## config.mk

```make
export PLATFORM = sky130hd
export DESIGN_NAME = wb_port_arbiter
export DESIGN_NICKNAME = d
export VERILOG_FILES = /design/src/rtl/wb_port_arbiter.sv
export SDC_FILE = /design/constraint.sdc
export NUM_CORES = 1
export LEC_CHECK = 0
export BUFFER_PORTS_ARGS = -buffer_cell sky130_fd_sc_hd__buf_4
export CAP_MARGIN = 10
export CORE_MARGIN = 2
export CORE_UTILIZATION = 30
export CTS_BUF_LIST = sky130_fd_sc_hd__clkbuf_8
export DETAILED_ROUTE_END_ITERATION = 7
export PLACE_DENSITY_LB_ADDON = 0.1
export REMOVE_ABC_BUFFERS = 1
export SLEW_MARGIN = 30
export SYNTH_ARGS = -nofsm -noshare
export SYNTH_HDL_FRONTEND = slang
export SYNTH_SLANG_ARGS = --single-unit
```

## constraint.sdc

```tcl
create_clock -name clk -period 4.5 [get_ports clk]
set_input_delay 0.225 -clock clk [delete_from_list [all_inputs] [get_ports clk]]
set_output_delay 0.225 -clock clk [all_outputs]
set_load 0.02 [all_outputs]
```

## src/rtl/wb_port_arbiter.sv

```systemverilog
// Round-robin write-back port arbiter with a destination-register scoreboard.
// One requester wins per cycle; its result reaches the register file one cycle later.
module wb_port_arbiter #(
  parameter int NREQ = 3,
  parameter int XLEN = 32,
  parameter int NREG = 32,
  localparam int RW = $clog2(NREG)
) (
  input  logic                      clk,
  input  logic                      rst,
  input  logic [NREQ-1:0]           req_valid,
  input  logic [NREQ-1:0][RW-1:0]   req_wreg,
  input  logic [NREQ-1:0][XLEN-1:0] req_wdata,
  output logic [NREQ-1:0]           req_ready,
  input  logic                      claim_valid,
  input  logic [RW-1:0]             claim_reg,
  input  logic                      flush,
  output logic                      o_wback,
  output logic [RW-1:0]             o_wreg,
  output logic [XLEN-1:0]           o_wdata,
  output logic [1:0]                o_src,
  output logic [NREG-1:0]           pending
);

  localparam int SW = (NREQ > 1) ? $clog2(NREQ) : 1;

  logic [SW-1:0]   last;
  logic [SW-1:0]   sel;
  logic [SW-1:0]   idx;
  logic            hit;
  logic            xfer;
  logic [RW-1:0]   wreg_sel;
  logic [XLEN-1:0] wdata_sel;
  logic [NREG-1:0] pend_n;

  // Search starts just after the most recent winner.
  always_comb begin
    hit = 1'b0;
    sel = '0;
    idx = '0;
    for (int k = 1; k <= NREQ; k++) begin
      idx = SW'((int'(last) + k) % NREQ);
      if (!hit && req_valid[idx]) begin
        hit = 1'b1;
        sel = idx;
      end
    end
  end

  assign xfer      = hit && !rst && !flush;
  assign req_ready = xfer ? (NREQ'(1) << sel) : '0;
  assign wreg_sel  = req_wreg[sel];
  assign wdata_sel = req_wdata[sel];

  // A claim landing with a write to the same register keeps the new reservation.
  always_comb begin
    pend_n = pending;
    if (xfer)
      pend_n[wreg_sel] = 1'b0;
    if (claim_valid && claim_reg != '0)
      pend_n[claim_reg] = 1'b1;
    if (flush)
      pend_n = '0;
    pend_n[0] = 1'b0;
  end

  always_ff @(posedge clk) begin
    if (rst) begin
      last    <= SW'(NREQ - 1);
      o_wback <= 1'b0;
      o_wreg  <= '0;
      o_wdata <= '0;
      o_src   <= '0;
      pending <= '0;
    end else begin
      o_wback <= xfer && (wreg_sel != '0);
      pending <= pend_n;
      if (xfer) begin
        last    <= sel;
        o_wreg  <= wreg_sel;
        o_wdata <= wdata_sel;
        o_src   <= 2'(sel);
      end
    end
  end

endmodule

```

After elaboration in Yosys (flattened, before gate mapping)
Index checks and enable logic that the tools add are counted.
Word-level totals
  flip-flop bits (word level): 74
  bits of input ports: 123
  output and inout port bits: 75
  logic and storage cells: 63
Cells by class
  add/subtract/negate cells: 3
  div/mod/pow operators: 3
  magnitude comparators: 8
  shift-type cells: 1
  muxes and demuxes: 23
  bitwise operators: 3
  reductions and logical operators: 15
Operators by type and width (number)
  modulo 32 x 3 -> 32 bit, second input constant: 3
  2-to-1 mux 32 bit: 3
  binary-select mux 32 bit (select 2 bit): 1
  bitwise AND 32 bit: 1
  NOT 32 bit: 1
  OR 32 bit: 1
  less-than comparator 2 x 3 -> 1 bit, second input constant: 4
  less-than comparator 5 x 6 -> 1 bit, second input constant: 2
  binary-select mux 5 bit (select 2 bit): 1
  demux 1 bit (select 5 bit): 2
  >= comparator 5 x 1 -> 1 bit, second input constant: 2
  nonzero test 5 bit: 2
  logical AND 1 bit: 8
  2-to-1 mux 1 bit: 8
  adder 2 x 2 -> 3 bit, second input constant: 2
  binary-select mux 1 bit (select 2 bit): 3
  2-to-1 mux 2 bit: 3
  2-to-1 mux 5 bit: 1
  zero test 1 bit: 4
  adder 2 x 1 -> 3 bit, second input constant: 1
  2-to-1 mux 3 bit: 1
  << shifter 1 x 2 -> 3 bit, first input constant: 1
  OR reduction 2 bit: 1

Longest topological paths before layout
Gate-level depths: netlist of run 1.
  depth after elaboration: 22
  depth in mapped cells: 12
  mapped depth without buffers: 9

Least setup slack after synthesis of run 1
OpenSTA, ideal clock, no wires.
  path type: register to output
  start: register o_src[0] (netlist name)
  end: output port req_ready[1]
  arrival: 2.275 ns
  required time: 4.275 ns
  setup slack: 2.000 ns
  cell stages (with the launch flop): 8
  path buffers: 1
  path through: dfxtp_1 -> inv_1 -> ha_1 -> nor2b_1 -> a211oi_2 -> nor2_4 -> buf_2 -> nor4_1
RTL lines
  to (decl): line 14  | output logic [NREQ-1:0] req_ready,

==> results of run 1 <==
## worst register-to-register path: cells and delay by family (launching register included)
family | cells | cell delay (ns)
adder cells (fa/ha/maj) | 1 | 0.29
AO/OA/AOI/OAI | 4 | 1.11
buffers and inverters | 1 | 0.09
flip-flops | 1 | 0.40
AND/OR/NAND/NOR | 2 | 1.12
multiplexers | 1 | 0.27
## power by group through the flow
stage	clock (mW)	sequential, mW	combinational (mW)
2_1_floorplan	0	0.972	0.890
3_3_place_gp	0	0.835	1.62
3_5_place_dp	0	0.838	1.64
4_1_cts	0.475	0.823	1.64
5_1_grt	0.500	0.836	1.77
6_report	0.453	0.822	1.64
## cells in the final DEF (no fill, tap or decap), types with 2 or more instances in the layout
cell type / Yosys / routed
nor3b_2: 3 / 3
a311oi_1: 32 / 32
o211ai_2: 3 / 3
o211a_1: 4 / 4
a21o_1: 2 / 2
nor3_2: 11 / 11
a31o_2: 31 / 31
nand2b_1: 3 / 3
nor3b_1: 3 / 3
nand3b_1: 3 / 3
a21oi_1: 30 / 30
or3_1: 2 / 2
o21ai_0: 31 / 31
nor3_1: 26 / 26
dfxtp_1: 72 / 72
inv_2: 1 / 2
nand2_1: 84 / 84
a211oi_2: 3 / 3
nor4_2: 2 / 2
inv_1: 4 / 8
o21ai_1: 2 / 2
nand3_1: 9 / 9
clkbuf_8: 0 / 11
nor4_1: 3 / 3
ha_1: 4 / 4
o22ai_1: 4 / 4
nor2b_1: 5 / 5
buf_4: 3 / 201
nand4_1: 9 / 9
mux2i_1: 4 / 4
nor2_1: 65 / 65
## sequential cells by signal, indices dropped and copies added, names as in the netlist
| register | count |
|---|---|
| o_wback | 1 |
| o_src | 2 |
| o_wreg | 5 |
| o_wdata | 32 |
| last | 1 |
| pending | 31 |
## area by class of cell
type,instances,area [sq um]
fill,1382,7510
multi-input combinational,403,2480
timing repair buffer,201,1510
sequential,72,1440
tap,176,220
clock buffer,11,151
inverter,6,22.5
clock inverter,4,15.0
## per-layer routing
| metal | up-vias | global-route usage (%) | wire length [microns] |
|---|---|---|---|
| met5 | - | 0 | 0 |
| met4 | 0 | 5.96 | 227 |
| met3 | 18 | 4.98 | 1100 |
| met2 | 179 | 32.9 | 7030 |
| met1 | 2134 | 24.3 | 6530 |
| li1 | 2254 | - | - |
## final timing paths
| kind | endpoint | start | cells past startpoint | slack, ns |
|---|---|---|---|---|
| worst max-delay path | pending[6] | o_src[0] | 9 | 1.10 |
| worst min-delay path | o_wreg[1] | rst | 2 | 0.10 |
| worst max register to register | pending[6] | o_src[0] | 9 | 1.10 |
| worst min register to register | pending[7] | pending[7] | 2 | 0.46 |
## metrics by stage
stage	util (%)	setup TNS, ns	cell area [sq um]
finish	43.7	0	5840
global route	43.7	0	5840
CTS	43.7	0	5830
detailed placement	42.4	0	5660
global placement	42.4	0	5660
floorplan	-	-50.68	3920
## kinds of logic after synthesis
| kind of cell | Yosys count |
|---|---|
| other cells | 1 |
| buf+inv | 49 |
| flops | 72 |
| compound gates | 158 |
| fa+ha+maj | 4 |
| simple gates | 236 |
| mux | 4 |
==> results.yml, run 1 <==
yosys:
  synthArstFlopShare_pct: 0
  synth_most_common_cell: "nand2_1"
  syn_area_sq_mm: 0.00413
  synthAdderAreaFrac_pct: 1.21
  seq_area_frac_synth_pct: 34.9
  synth_top_family_by_area: "compound AO/OA/AOI/OAI gates"
  yosysTopAreaCell: "dfxtp_1"
  yosys-top-cells-area: "dfxtp_1, nand2_1, a311oi_1, a31o_2, nor2_1"
  synth-xor-area-share_pct: 0
  yosysWarnings: 0
  synth_ff_type: "dfxtp_1"
  synth_compound_area_share_pct: 29.3
  synth_seq_cells: 72
  synthDistinctLibCells: 60
  synthSimpleGateAreaFrac_pct: 27.9
  syn_avg_cell_area_sq_um: 7.88
  synthCells: 524
  synth_common_cells: "nand2_1, dfxtp_1, nor2_1"
  muxShareOfSynthArea_pct: 0.970
  synth_edf_count: 0
  synth.top_cell.area_share_pct: 34.9
global_route:
  grt_max_degree: 74
  grt_pass1_vias: 4315
  grt_overflow: 0
  grt_pass1_wl_microns: 22500
  antenna_found_initial: 0
  grt_util_all_layers_pct: 19.5
drt:
  vias: 4585
  wl_microns: 14900
  postRouteAntennaNets: 0
  detail_route.wl_per_cell_microns: 17.1
  firstDrtPassIters: 4
  drtIter0Drc: 254
  vias_per_cell: 5.25
  drc: 0
placement:
  dpl.cell_count: 858
  hpwl_microns: 10800
  place_ws_ns: 1.19
  place_congestion: 0.846
  io_buffers: 196
floorplanning:
  io_pins: 198
  core_sq_mm: 0.0133
  initial_utilization_pct: 30.9
  die_w_microns: 121
  die_area_sq_mm: 0.0147
  die_h_microns: 121
  rows: 42
sta:
  timing.fmax_ghz: 0.294
  hold_viol_final: 0
  finalHoldWorstSlack_ns: 0.102
  layout_setup_ws_ns: 1.10
  setup_viol: 0
  slew_viol_final: 0
  period_share_pct: 75.5
  layout_min_cycle_time_ns: 3.40
  max_slew_margin_pct: 43.0
  worst_pin_slew_ns: 0.854
  grt_setup_unrepaired: "false"
  clock_skew_ns: 0.00495
cts:
  h-tree-depth: 3
  hold_buffers: 0
  clkLatencyLatePin_ns: 0.36
  cts_resized: 0
  cts_tree: "done"
  cts_buffers: 9
  clock_path_buffers: 2
  cts-root-buf: "clkbuf_8"
  clk_pin_slew_ns: 0.07
  cts_sinks: 72
  post_cts_buffers: 0
cells_and_area:
  layout.cells.non_filler: 873
  syn_to_final_growth_pct: 41.4
  drive_above_1_share_pct: 39.7
  layout.nets: 820
  diodes: 0
critical_path:
  cp-end-kind: "flip-flop"
  crit_family: "simple AND/OR/NAND/NOR gates"
  crit_slowest_cell: "or3b_1"
  path_max_fanout: 17
  crit_buf_inv: 1
  path_class: "reg -> reg"
  cp-start-kind: "flip-flop"
  max_stage_delay_ns: 0.77
  cp.required_ns: 4.74
  crit_arrival_ns: 3.64
  worstPathCellList: "inv_1, ha_1, mux2i_1, o22ai_2, o211ai_2, a211oi_2, or3b_1, nor4_1, o22ai_1"
pwr:
  pwr-share-clk_pct: 15.5
  seqPwrFrac_pct: 28.2
  p_total_mw: 2.91
  leakage_nw: 2.55
  powerDensity_mw_per_mm2: 499
  vdd_drop_max_uv: 268
  swShare_pct: 45.8
  power_frac_comb_pct: 56.3
  p_sw_mw: 1.34
  p_int_mw: 1.58
min_path:
  hold_class: "in -> reg"
status:
  status: "completed"
run:
  drv_cap: 0
Power figures use the tool's default switching activity.
==> run 2, diff against run 1 <==
==> constraint.sdc (replaced) <==
create_clock -name clk -period 2.7 [get_ports clk]
set_input_delay 0.135 -clock clk [delete_from_list [all_inputs] [get_ports clk]]
set_output_delay 0.135 -clock clk [all_outputs]
set_load 0.02 [all_outputs]
==> results.yml, run 2 (synthesis results as in run 1) <==
critical_path:
  path_class: "reg -> out"
  max_stage_delay_ns: 0.36
  cp-end-kind: "output pin"
  crit_arrival_ns: 2.48
  path_max_fanout: 16
  worstPathCellList: "inv_1, ha_4, buf_4, nand2_1, o22ai_4, o211ai_4, buf_12, nand2_4, buf_12, nor3_2, buf_4"
  crit_buf_inv: 5
  crit_slowest_cell: "dfxtp_2"
  cp-start-kind: "flip-flop"
  cp.required_ns: 2.57
  crit_family: "buffers and inverters"
drt:
  firstDrtPassIters: 4
  postRouteAntennaNets: 0
  vias_per_cell: 5.26
  detail_route.wl_per_cell_microns: 17.3
  drc: 0
  drtIter0Drc: 249
  wl_microns: 15800
  vias: 4792
cells_and_area:
  final_common_cell: "buf_4"
  post-route-util_pct: 48.5
  diodes: 0
  largest_reg_flops: 32
  largestRegisters: "o_wdata: 32 flops, pending: 31 flops, o_wreg: 5 flops"
  syn_to_final_growth_pct: 56.6
  layout.nets: 857
  finalInstanceArea_sq_mm: 0.00647
  layout_common_cells: "buf_4, nand2_1, dfxtp_1, nor2_1, a311oi_1"
  regMostFlops: "o_wdata"
  fill_cells: 1322
  drive_above_1_share_pct: 45.7
floorplanning:
  initial_utilization_pct: 30.9
  die_w_microns: 121
  rows: 42
  core_sq_mm: 0.0133
  die_h_microns: 121
  io_pins: 198
  die_area_sq_mm: 0.0147
pwr:
  powerDensity_mw_per_mm2: 908
  p_total_mw: 5.87
  leakage_nw: 2.79
  vdd_drop_max_uv: 365
sta:
  slew_viol_final: 0
  layout_min_cycle_time_ns: 2.61
  setup_viol: 0
  hold_viol_final: 0
  period_share_pct: 96.7
  fin_tns_setup_ns: 0
  layout_setup_ws_ns: 0.0886
  clock_skew_ns: 0.00956
  timing.fmax_ghz: 0.383
cts:
  cts_tree: "done"
  clkLatencyLatePin_ns: 0.37
  cts-root-buf: "clkbuf_8"
  clk_pin_slew_ns: 0.08
  cts_buffers: 9
  cts_sinks: 72
  h-tree-depth: 3
  clock_path_buffers: 2
run:
  drv_cap: 0
placement:
  io_buffers: 196
  dpl_cell_area_sq_mm: 0.00589
  place_ws_ns: -0.0504
  place_congestion: 0.855
  hpwl_microns: 11500
global_route:
  grt_overflow: 0
  antenna_found_initial: 0
  grt_max_degree: 57
  grt_util_all_layers_pct: 20.3
  grt_pass1_wl_microns: 23500
  grt_pass1_vias: 4462
min_path:
  hold_class: "in -> reg"
status:
  status: "completed"
## run 2: what timing repair did
action	4_1_cts	5_1_grt
setup endpoints to repair	24	66
hold buffers	1	0
endpoints found under the hold margin	3	0
pin swaps	1	10
setup buffers	0	9
gates resized for setup	10	29
cloned	0	2
## run 2: worst paths after layout
path / cells past startpoint / end / slack [ns] / start
setup / recovery: 11 / req_ready[0] / 0.09 / o_src[0]
hold / removal: 2 / pending[4] / 0.04 / claim_reg[0]
hold reg to reg: 1 / o_src[1] / 0.46 / o_src[1]
setup reg to reg: 12 / pending[18] / 0.09 / o_src[0]
## run 2: final cells by class
cell class | count | area [sq um] | share of cell area (%)
clock buffer | 10 | 138 | 2.13
multi-input combinational | 403 | 2660 | 41.1
timing repair buffer | 238 | 1900 | 29.3
tap | 176 | 220 | 3.40
clock inverter | 6 | 90.1 | 1.39
inverter | 6 | 22.5 | 0.348
sequential | 72 | 1440 | 22.3
## run 2: power breakdown
group / total [mW] / internal, mW / switching [mW]
clock: 0.982 / 0.548 / 0.434
combinational: 3.51 / 1.55 / 1.96
sequential: 1.38 / 1.26 / 0.115
total: 5.87 / 3.36 / 2.51
## run 2: routing by layer
layer / wire length (microns) / up-vias / GRT usage (%)
met5: 0 / - / 0
met4: 333 / 0 / 8.05
met3: 1180 / 21 / 4.37
met2: 7600 / 199 / 34.2
met1: 6640 / 2235 / 25.2
li1: - / 2337 / -
## run 2: through the flow
step / hold slack, ns / instances
after floorplan: 0.204 / 481
after global placement: 0.381 / 883
after detailed placement: 0.388 / 883
after CTS: 0.0216 / 900
after global routing: 0.0464 / 911
final: 0.0435 / 911
